===== src/rtl/mem_access_unit_pkg.sv =====
// Shared definitions for the MEM-stage access unit: funct3 load/store codes,
// FSM states and access-size helpers.
package mem_access_unit_pkg;

    localparam logic [2:0] F3_B  = 3'b000;
    localparam logic [2:0] F3_H  = 3'b001;
    localparam logic [2:0] F3_BU = 3'b100;
    localparam logic [2:0] F3_HU = 3'b101;

    typedef enum logic [1:0] {
        ST_IDLE   = 2'd0,
        ST_ACCESS = 2'd1,
        ST_RESP   = 2'd2
    } state_t;

    typedef enum logic [1:0] {
        SZ_B = 2'd0,
        SZ_H = 2'd1,
        SZ_W = 2'd2
    } size_t;

    function automatic size_t size_of(input logic [2:0] f3);
        case (f3)
            F3_B, F3_BU: return SZ_B;
            F3_H, F3_HU: return SZ_H;
            default:     return SZ_W;
        endcase
    endfunction

    // Low address bits with the sub-size offset cleared (natural alignment).
    function automatic logic [1:0] align_lo(input size_t sz, input logic [1:0] lo);
        case (sz)
            SZ_B:    return lo;
            SZ_H:    return {lo[1], 1'b0};
            default: return 2'b00;
        endcase
    endfunction

endpackage


===== src/rtl/mem_access_unit_lsu_align.sv =====
// Lane logic: byte enables, replicated store data and sign/zero-extended
// load data for one naturally aligned access.
module mem_access_unit_lsu_align
    import mem_access_unit_pkg::*;
#(
    parameter int XLEN = 32
) (
    input  logic [2:0]      funct3,
    input  logic [1:0]      lo,
    input  logic [XLEN-1:0] wdata,
    input  logic [XLEN-1:0] rdata,
    output logic [3:0]      be,
    output logic [XLEN-1:0] store_data,
    output logic [XLEN-1:0] load_data
);

    size_t       sz;
    logic        uns;
    logic [7:0]  byte_l;
    logic [15:0] half_l;

    always_comb begin
        sz         = size_of(funct3);
        uns        = (funct3 == F3_BU) || (funct3 == F3_HU);
        byte_l     = rdata[{lo, 3'b000} +: 8];
        half_l     = rdata[{lo[1], 4'b0000} +: 16];
        be         = 4'b1111;
        store_data = wdata;
        load_data  = rdata;
        unique case (sz)
            SZ_B: begin
                be         = 4'b0001 << lo;
                store_data = {(XLEN/8){wdata[7:0]}};
                load_data  = {{(XLEN-8){~uns & byte_l[7]}}, byte_l};
            end
            SZ_H: begin
                be         = 4'b0011 << {lo[1], 1'b0};
                store_data = {(XLEN/16){wdata[15:0]}};
                load_data  = {{(XLEN-16){~uns & half_l[15]}}, half_l};
            end
            default: ;
        endcase
    end

endmodule


===== src/rtl/mem_access_unit.sv =====
// MEM-stage data-memory access engine (IDLE -> ACCESS -> RESP).
// Define MEM_MISALIGN_TRAP_EN to trap misaligned h/w accesses instead of aligning them.
module mem_access_unit
    import mem_access_unit_pkg::*;
#(
    parameter int XLEN           = 32,
    parameter int TIMEOUT_CYCLES = 255
) (
    input  logic            clk,
    input  logic            rst,
    input  logic            in_valid,
    input  logic            in_mem_read,
    input  logic            in_mem_write,
    input  logic [2:0]      in_funct3,
    input  logic [XLEN-1:0] in_addr,
    input  logic [XLEN-1:0] in_wdata,
    input  logic [4:0]      in_rd,
    input  logic            in_reg_write,
    output logic            stall_o,
    output logic            dmem_req,
    output logic            dmem_we,
    output logic [XLEN-1:0] dmem_addr,
    output logic [3:0]      dmem_be,
    output logic [XLEN-1:0] dmem_wdata,
    input  logic            dmem_ready,
    input  logic [XLEN-1:0] dmem_rdata,
    output logic            wb_valid,
    output logic [4:0]      wb_rd,
    output logic            wb_reg_write,
    output logic [XLEN-1:0] wb_data,
    output logic            bus_err_o
);

    localparam int CW = $clog2(TIMEOUT_CYCLES + 2);

    state_t          state, state_next;
    logic [XLEN-1:0] addr_q, wdata_q;
    logic [2:0]      f3_q;
    logic [4:0]      rd_q;
    logic            we_q, rw_q;
    logic [CW-1:0]   cnt, cnt_inc;
    logic            memop, accept, misalign, timeout;
    logic [1:0]      lo_in;
    logic [3:0]      be;
    logic [XLEN-1:0] lane_wdata, load_data;

    assign memop   = in_mem_read | in_mem_write;
    assign accept  = (state == ST_IDLE) && in_valid && memop;
    assign lo_in   = align_lo(size_of(in_funct3), in_addr[1:0]);
    assign cnt_inc = cnt + 1'b1;
    assign timeout = (TIMEOUT_CYCLES != 0) && !dmem_ready
                     && (cnt_inc == CW'(TIMEOUT_CYCLES));

`ifdef MEM_MISALIGN_TRAP_EN
    assign misalign = (lo_in != in_addr[1:0]);
`else
    assign misalign = 1'b0;
`endif

    mem_access_unit_lsu_align #(.XLEN(XLEN)) u_align (
        .funct3     (f3_q),
        .lo         (addr_q[1:0]),
        .wdata      (wdata_q),
        .rdata      (dmem_rdata),
        .be         (be),
        .store_data (lane_wdata),
        .load_data  (load_data)
    );

    always_ff @(posedge clk) begin
        if (rst) state <= ST_IDLE;
        else     state <= state_next;
    end

    always_comb begin
        state_next = state;
        unique case (state)
            ST_IDLE:   if (accept) state_next = misalign ? ST_RESP : ST_ACCESS;
            ST_ACCESS: if (dmem_ready || timeout) state_next = ST_RESP;
            default:   state_next = ST_IDLE;
        endcase
    end

    always_comb begin
        stall_o    = accept || (state == ST_ACCESS);
        dmem_req   = (state == ST_ACCESS);
        dmem_we    = dmem_req & we_q;
        dmem_addr  = dmem_req ? {addr_q[XLEN-1:2], 2'b00} : '0;
        dmem_be    = dmem_req ? be : 4'b0000;
        dmem_wdata = dmem_req ? lane_wdata : '0;
    end

    always_ff @(posedge clk) begin
        if (rst) begin
            addr_q       <= '0;
            wdata_q      <= '0;
            f3_q         <= '0;
            rd_q         <= '0;
            we_q         <= 1'b0;
            rw_q         <= 1'b0;
            cnt          <= '0;
            wb_valid     <= 1'b0;
            wb_rd        <= '0;
            wb_reg_write <= 1'b0;
            wb_data      <= '0;
            bus_err_o    <= 1'b0;
        end else begin
            wb_valid  <= 1'b0;
            bus_err_o <= 1'b0;
            unique case (state)
                ST_IDLE: begin
                    if (in_valid && !memop) begin
                        wb_valid     <= 1'b1;
                        wb_rd        <= in_rd;
                        wb_reg_write <= in_reg_write;
                        wb_data      <= in_addr;
                    end else if (accept) begin
                        addr_q  <= {in_addr[XLEN-1:2], lo_in};
                        wdata_q <= in_wdata;
                        f3_q    <= in_funct3;
                        rd_q    <= in_rd;
                        we_q    <= in_mem_write & ~in_mem_read;
                        rw_q    <= in_reg_write;
                        cnt     <= '0;
                        if (misalign) begin
                            wb_valid     <= 1'b1;
                            wb_rd        <= in_rd;
                            wb_reg_write <= 1'b0;
                            wb_data      <= '0;
                            bus_err_o    <= 1'b1;
                        end
                    end
                end
                ST_ACCESS: begin
                    cnt <= cnt_inc;
                    if (dmem_ready) begin
                        wb_valid     <= 1'b1;
                        wb_rd        <= rd_q;
                        wb_reg_write <= rw_q & ~we_q;
                        wb_data      <= we_q ? '0 : load_data;
                    end else if (timeout) begin
                        wb_valid     <= 1'b1;
                        wb_rd        <= rd_q;
                        wb_reg_write <= 1'b0;
                        wb_data      <= '0;
                        bus_err_o    <= 1'b1;
                    end
                end
                default: ;
            endcase
        end
    end

endmodule

===== config.mk =====
export PLATFORM = sky130hd
export DESIGN_NAME = mem_access_unit
export DESIGN_NICKNAME = d
export VERILOG_FILES = /design/src/rtl/mem_access_unit_pkg.sv /design/src/rtl/mem_access_unit_lsu_align.sv /design/src/rtl/mem_access_unit.sv
export SDC_FILE = /design/constraint.sdc
export NUM_CORES = 1
export LEC_CHECK = 0
export BUFFER_PORTS_ARGS = -buffer_cell sky130_fd_sc_hd__buf_2
export CORE_MARGIN = 10
export CORE_UTILIZATION = 45
export CTS_BUF_LIST = sky130_fd_sc_hd__clkbuf_4 sky130_fd_sc_hd__clkbuf_8 sky130_fd_sc_hd__clkbuf_16
export DETAILED_ROUTE_END_ITERATION = 12
export PLACE_DENSITY_LB_ADDON = 0.15
export SYNTH_ARGS = -nofsm -noshare
export SYNTH_HDL_FRONTEND = slang
export SYNTH_SLANG_ARGS = --single-unit

===== constraint.sdc =====
create_clock -name clk -period 2.6 [get_ports clk]
set_input_delay 0.39 -clock clk [delete_from_list [all_inputs] [get_ports clk]]
set_output_delay 0.39 -clock clk [all_outputs]
set_load 0.02 [all_outputs]

# Word level (Yosys, flattened, before mapping)
# Cells that the tools add are included.
[classes]
add_sub_neg = 1
n_eq_ne = 15
shifts = 4
muxes = 32
n_bitwise = 11
n_reduce_logical = 24
[op_table]
columns = ["operator", "n"]
rows = [
  ["2-to-1 mux 32 bit", 6],
  ["case mux 32 bit (2 select lines)", 3],
  ["variable part select 32 x 6 -> 16 bit", 1],
  ["variable part select 32 x 6 -> 8 bit", 1],
  ["2-to-1 mux 9 bit", 2],
  ["case mux 9 bit (2 select lines)", 1],
  ["case mux 2 bit (2 select lines)", 4],
  ["2-to-1 mux 5 bit", 3],
  ["== test 3 bit, second input constant", 4],
  ["case mux 5 bit (2 select lines)", 1],
  ["adder 9 x 1 -> 9 bit, second input constant", 1],
  ["== test 9 x 8 -> 1 bit, second input constant", 1],
  ["AND reduction 3 bit", 3],
  ["case mux 4 bit (2 select lines)", 1],
  ["OR reduction 2 bit", 4],
  ["== test 2 x 1 -> 1 bit, second input constant", 3],
  ["== test 3 x 1 -> 1 bit, second input constant", 2],
  ["zero test 2 bit", 3],
  ["zero test 3 bit", 2],
  ["2-to-1 mux 1 bit", 6],
  ["bitwise AND 1 bit", 5],
  ["inverter 1 bit", 5],
  ["logical AND 1 bit", 4],
  ["2-to-1 mux 2 bit", 2],
  ["13 further kinds", 19],
]
[word_totals]
register_bits = 125
inputBits = 111
out_inout_bits = 111
word_cells = 100

# Logic depth before layout (Yosys ltp)
[depth]
depth_word = 8
ltp_mapped = 9
ltp_nobuf = 7

# Cells and area by module
# A second synthesis with hierarchy kept.
[unflattened]
cells_unflattened = 880
hier_area_um2 = 6980.4
[by_module_without_submodules]
columns = ["module", "instances", "cells_each", "area_per_inst_um2", "seq_area_each_um2"]
rows = [
  ["mem_access_unit", 1, 706, 5669.2, 2502.4],
  ["mem_access_unit_lsu_align", 1, 174, 1311.3, 0.0],
]

# Least setup slack after synthesis
# OpenSTA, ideal clock, no wires.
[synth_path]
path_kind = "register to register"
from = "register cnt[0]"
to = "register wb_data[16]"
setup_time_ns = 0.145
arrival_ns = 2.160
setup_slack_ns = 0.295
stages_incl_launch_ff = 8
n_path_buf = 1
synth_period_minus_slack_ns = 2.305
cell_sequence = "dfxtp_1 > ha_1 > nand3_1 > or3_4 > a2111oi_4 > or2_4 > buf_12 > a211oi_2"
[synth_between]
elab_chain_cells = 5
[synth_lines]
columns = ["item", "line_no", "source"]
rows = [
  ["start, declared", "mem_access_unit.sv:41", "logic [CW-1:0] cnt, cnt_inc;"],
  ["start signal, assigned", "mem_access_unit.sv:135", "cnt <= cnt_inc;"],
  ["adder 9 x 1 -> 9 bit", "mem_access_unit.sv:50", "assign cnt_inc = cnt + 1'b1;"],
  ["== test 9 x 8 -> 1 bit", "mem_access_unit.sv:52", "&& (cnt_inc == CW'(TIMEOUT_CYCLES));"],
  ["logical AND 1 bit", "mem_access_unit.sv:52", ""],
  ["inequality test 3 x 1 -> 1 bit (no source line)", "-", ""],
  ["AND reduction 3 bit (no source line)", "-", ""],
  ["end signal, assigned", "mem_access_unit.sv:116", "wb_data <= in_addr;"],
  ["end signal, assigned", "mem_access_unit.sv:140", "wb_data <= we_q ? '0 : load_data;"],
  ["end, declared", "mem_access_unit.sv:30", "output logic [XLEN-1:0] wb_data,"],
]
# No other way between the ends.
# A chain may end at the register's enable or synchronous reset.

# Worst setup path in the final report
[layout_path]
from = "register state[1]"
to = "output dmem_be[3]"
[layout_between]
elab_chain_cells = 2
[layout_lines]
columns = ["item", "line_no", "source"]
rows = [
  ["start, declared", "mem_access_unit.sv:36", "state_t state, state_next;"],
  ["start signal, assigned", "mem_access_unit.sv:72", "else state <= state_next;"],
  ["== test 2 x 1 -> 1 bit", "mem_access_unit.sv:86", "dmem_req = (state == ST_ACCESS);"],
  ["2-to-1 mux 4 bit", "mem_access_unit.sv:89", "dmem_be = dmem_req ? be : 4'b0000;"],
  ["end, declared", "mem_access_unit.sv:23", "output logic [3:0] dmem_be,"],
]
# No other way between the ends.

==> results.txt <==
----------------------------------------------------
[Routing]
  DRT antenna net count ... 0
  DRC violations left ... 0
  Wirelength per Cell ... 19.1 µm
  1st-iter DRT viols ... between 600 and 700
  1st-pass router iterations ... 5
  Vias post-DR ... ~7,000
  Total routed wirelength ... ~24,000 µm
  Via density per instance ... between 5 and 6

[Layout]
  Most frequent cells in the layout ... buf_2, nand2_1, a21oi_1, dfxtp_1, nor2_1
  Share of layout cells above drive strength 1 ... a little under a third
  Commonest non-fill, non-tap cell in the layout ... buf_2
  Filler cell count in the final layout ... approximately 1,400
  Area of all sequential standard cells ... between 2000 and 3000 µm²
  Post-route non-filler standard cell count ... ~1,200
  Area taken by multi-input logic gates ... 3730 µm²
  Non-Filler Cell Area, Final ... 8460 µm²
  Final net count ... between 1,000 and 1,500
  Area Growth Syn to Fin ... 27.8%

[Min path]
  Hold Path Class ... input port to flip-flop
  Min-delay src ... in_wdata[21]
  Hold path depth ... 3
  Hold endpoint ... wdata_q[21]

[Clocking]
  Post-cts gate resize count ... 0
  Num CTS Buffers ... 17
  Sinks on the clock net ... 125
  Clock Pin Slew Worst Setup and Hold Paths ... 60 ps
  Setup Buffers After CTS ... 0
  H-Tree Level Count ... 4
  Post-CTS Hold Fix Bufs ... 0
  Largest buffer count on any clock path ... 2
  Clock latency on the worst-skew pair ... 420 ps
  Clock tree from TritonCTS ... done
  Master cell of the clock root buffer ... clkbuf_16

[STA]
  Post-route fraction of the period consumed by the critical path ... 91.9%
  Unrepaired setup endpoints after global routing ... no
  Final-layout worst hold slack ... between 200 and 250 ps
  F_max ... between 400 and 500 MHz
  Number of hold violations in the final report ... 0
  Number of max-slew violations in the final report ... 0
  Slew Limit Headroom ... approximately half
  Fin Setup TNS ... 0 ps
  Post-route clock skew ... ~8 ps
  Tmin final ... 2390 ps
  Total setup violations reported at the end of the flow ... 0
  Slew at the pin closest to its max-slew limit ... about 740 ps

[Power]
  Static leakage power ... about 3.6 nW
  Total power after layout ... ~5.5 mW
  Worst ir drop on vdd ... 0.000473 V
  P per Cell Area ... approximately 650 nW/µm²

[Yosys]
  Avg Synthesized Cell Area ... roughly 7.8 µm²
  Netlist cell types ... between 50 and 60
  Dominant cells by area after synthesis ... dfxtp_1, nand2_1, a21oi_1, a211oi_2, and2_1
  Largest area contributor in the synthesized netlist ... dfxtp_1
  Post-Syn Instances ... 854
  Number of warning messages in the yosys log ... 0
  Area share of the leading cell type in the synthesized netlist ... 37.8%
  Sequential element share of the synthesized area ... a little under two fifths
  Flip-flop and latch count after synthesis ... between 100 and 150
  Number of flops mapped to enable cells by yosys ... 0
  Leading register cell type out of synthesis ... dfxtp_1
  Cell area after technology mapping ... around 6600 µm²
  Fraction of registers with async set/reset ... 0%

[Global route]
  Grt ovf ... 0
  Number of global-route vias before repair ... between 6,000 and 7,000
  Pin count of the biggest net entering global routing ... 55
  Overall global routing resource usage ... between 20 and 25%
  Wire length of the first global-routing pass ... around 36,000 µm
  Antenna violations before repair ... 2

[Floorplan]
  Area of the placeable core ... about 14,000 µm²
  Effective utilization at floorplan ... between 40% and 50%
  Number of top-level pins ... ~220
  Full die area ... approximately 20,000 µm²
  Y dimension of the die ... 141 µm
  Standard-cell row count ... 44
  Die X ... 141 µm

[Critical path]
  Worst Path Required ... about 2200 ps
  Slowest cell on the critical path ... dfxtp_1
  CP arrival ... 2000 ps
  Critical R2R Launch ... cnt[0]
  FF-to-FF End ... wb_data[29]
  Highest net fanout along the worst path ... 37
  Register-to-register setup slack ... about 230 ps
  Crit path kind ... flip-flop to primary output
  Critical Path Max Stage Delay ... ~420 ps
  Sort of element at the end of the critical path ... primary output
  FF-to-FF path depth ... 7
  Worst path cell trace ... nand2b_4 > inv_1 > buf_6 > o21ai_0 > a21oi_1 > buf_2
  CP Launch Type ... flip-flop

[Place]
  Global placement routability congestion ... between 0.8 and 0.9
  Detail Placement HPWL ... ~17,000 µm
  Cell total after placement ... ~1,200
  Input/output buffers ... ~220
  Total placed instance area ... 7850 µm²

[Job]
  Maxcap violations ... 0

[Run status]
  Outcome ... complete, no violations

----------------------------------------------------
-- power by group --
part | total (mW) | internal [mW] | switching (mW)
clock | 2.36 | 1.53 | 0.837
sequential | 2.15 | 2.05 | 0.0980
combinational | 1.00 | 0.373 | 0.628
total | 5.51 | 3.95 | 1.56
-- final cells by class --
| type | count | share of cell area [%] |
|---|---|---|
| Multi-Input combinational cell | 647 | 44.0 |
| Sequential cell | 125 | 29.6 |
| Timing Repair Buffer | 247 | 16.3 |
| Clock buffer | 24 | 5.94 |
| Tap cell | 184 | 2.72 |
| Clock inverter | 6 | 1.01 |
| Inverter | 7 | 0.311 |
| Antenna cell | 4 | 0.118 |
-- per-stage QoR --
stage          utilization (%)  setup slack, ps
2_1_floorplan                -              295
3_3_place_gp              54.2              300
3_5_place_dp              54.2              273
4_1_cts                   58.3             33.9
5_1_grt                   58.4             59.2
6_report                  58.4              212
-- worst max-delay path by stage --
stage	startpoint	cells after the start	to	slack, ps
after floorplan	cnt[0]	7	wb_data[16]	290
after global placement	cnt[0]	7	wb_data[28]	300
after detailed placement	cnt[0]	7	wb_data[29]	270
after CTS	state[0]	6	dmem_be[3]	30
after global routing	cnt[0]	7	wb_data[28]	60
final	state[1]	6	dmem_be[3]	210
-- flip-flops by register name, summed over array words and instances, names as in the netlist --
| register | cells |
|---|---|
| addr_q | 32 |
| bus_err_o | 1 |
| cnt | 9 |
| f3_q | 3 |
| rd_q | 5 |
| rw_q | 1 |
| state | 2 |
| wb_data | 32 |
| wb_rd | 5 |
| wb_reg_write | 1 |
| wb_valid | 1 |
| wdata_q | 32 |
| we_q | 1 |
-- cells by family after synthesis --
kind of cell | after synthesis | share of synthesized area (%)
simple gates | 363 | 25.4
fa+ha+maj | 2 | 0.378
xor+xnor | 2 | 0.265
compound gates | 257 | 26.2
mux | 20 | 3.25
buf+inv | 84 | 6.58
flops | 125 | 37.8
other cells | 1 | 0.0567
-- layer usage --
metal	track usage, %	vias up	part of all wire [%]
li1	-	3405	-
met4	9.84	0	2.8
met1	26.5	3262	41
met2	36.9	261	48
met5	0	-	0
met3	6.41	48	7.6
-- synthesized netlist by cell type (all sizes together) (3+ instances only) --
| cell type | n |
|---|---|
| a21oi | 129 |
| nand3b | 3 |
| dfxtp | 125 |
| o22ai | 7 |
| nor2 | 43 |
| a211oi | 27 |
| and2 | 40 |
| mux2i | 17 |
| nor3 | 28 |
| a221oi | 25 |
| nand2 | 189 |
| or3 | 4 |
| nand3 | 26 |
| buf | 20 |
| a22oi | 8 |
| clkbuf | 55 |
| o21ai | 38 |
| nor2b | 8 |
| a311oi | 9 |
| nor4 | 3 |
| a311o | 5 |
| nand2b | 4 |
| and3b | 7 |
| inv | 6 |
-- critical path: cells and delay by family (launching register included) --
family | cells | cell delay, ps
AOI/OAI and AO/OA | 2 | 300
DFF | 1 | 420
buffers and inverters | 3 | 560
and+or+nand+nor | 1 | 290
Note: power is estimated with default switching activity, not from simulation.
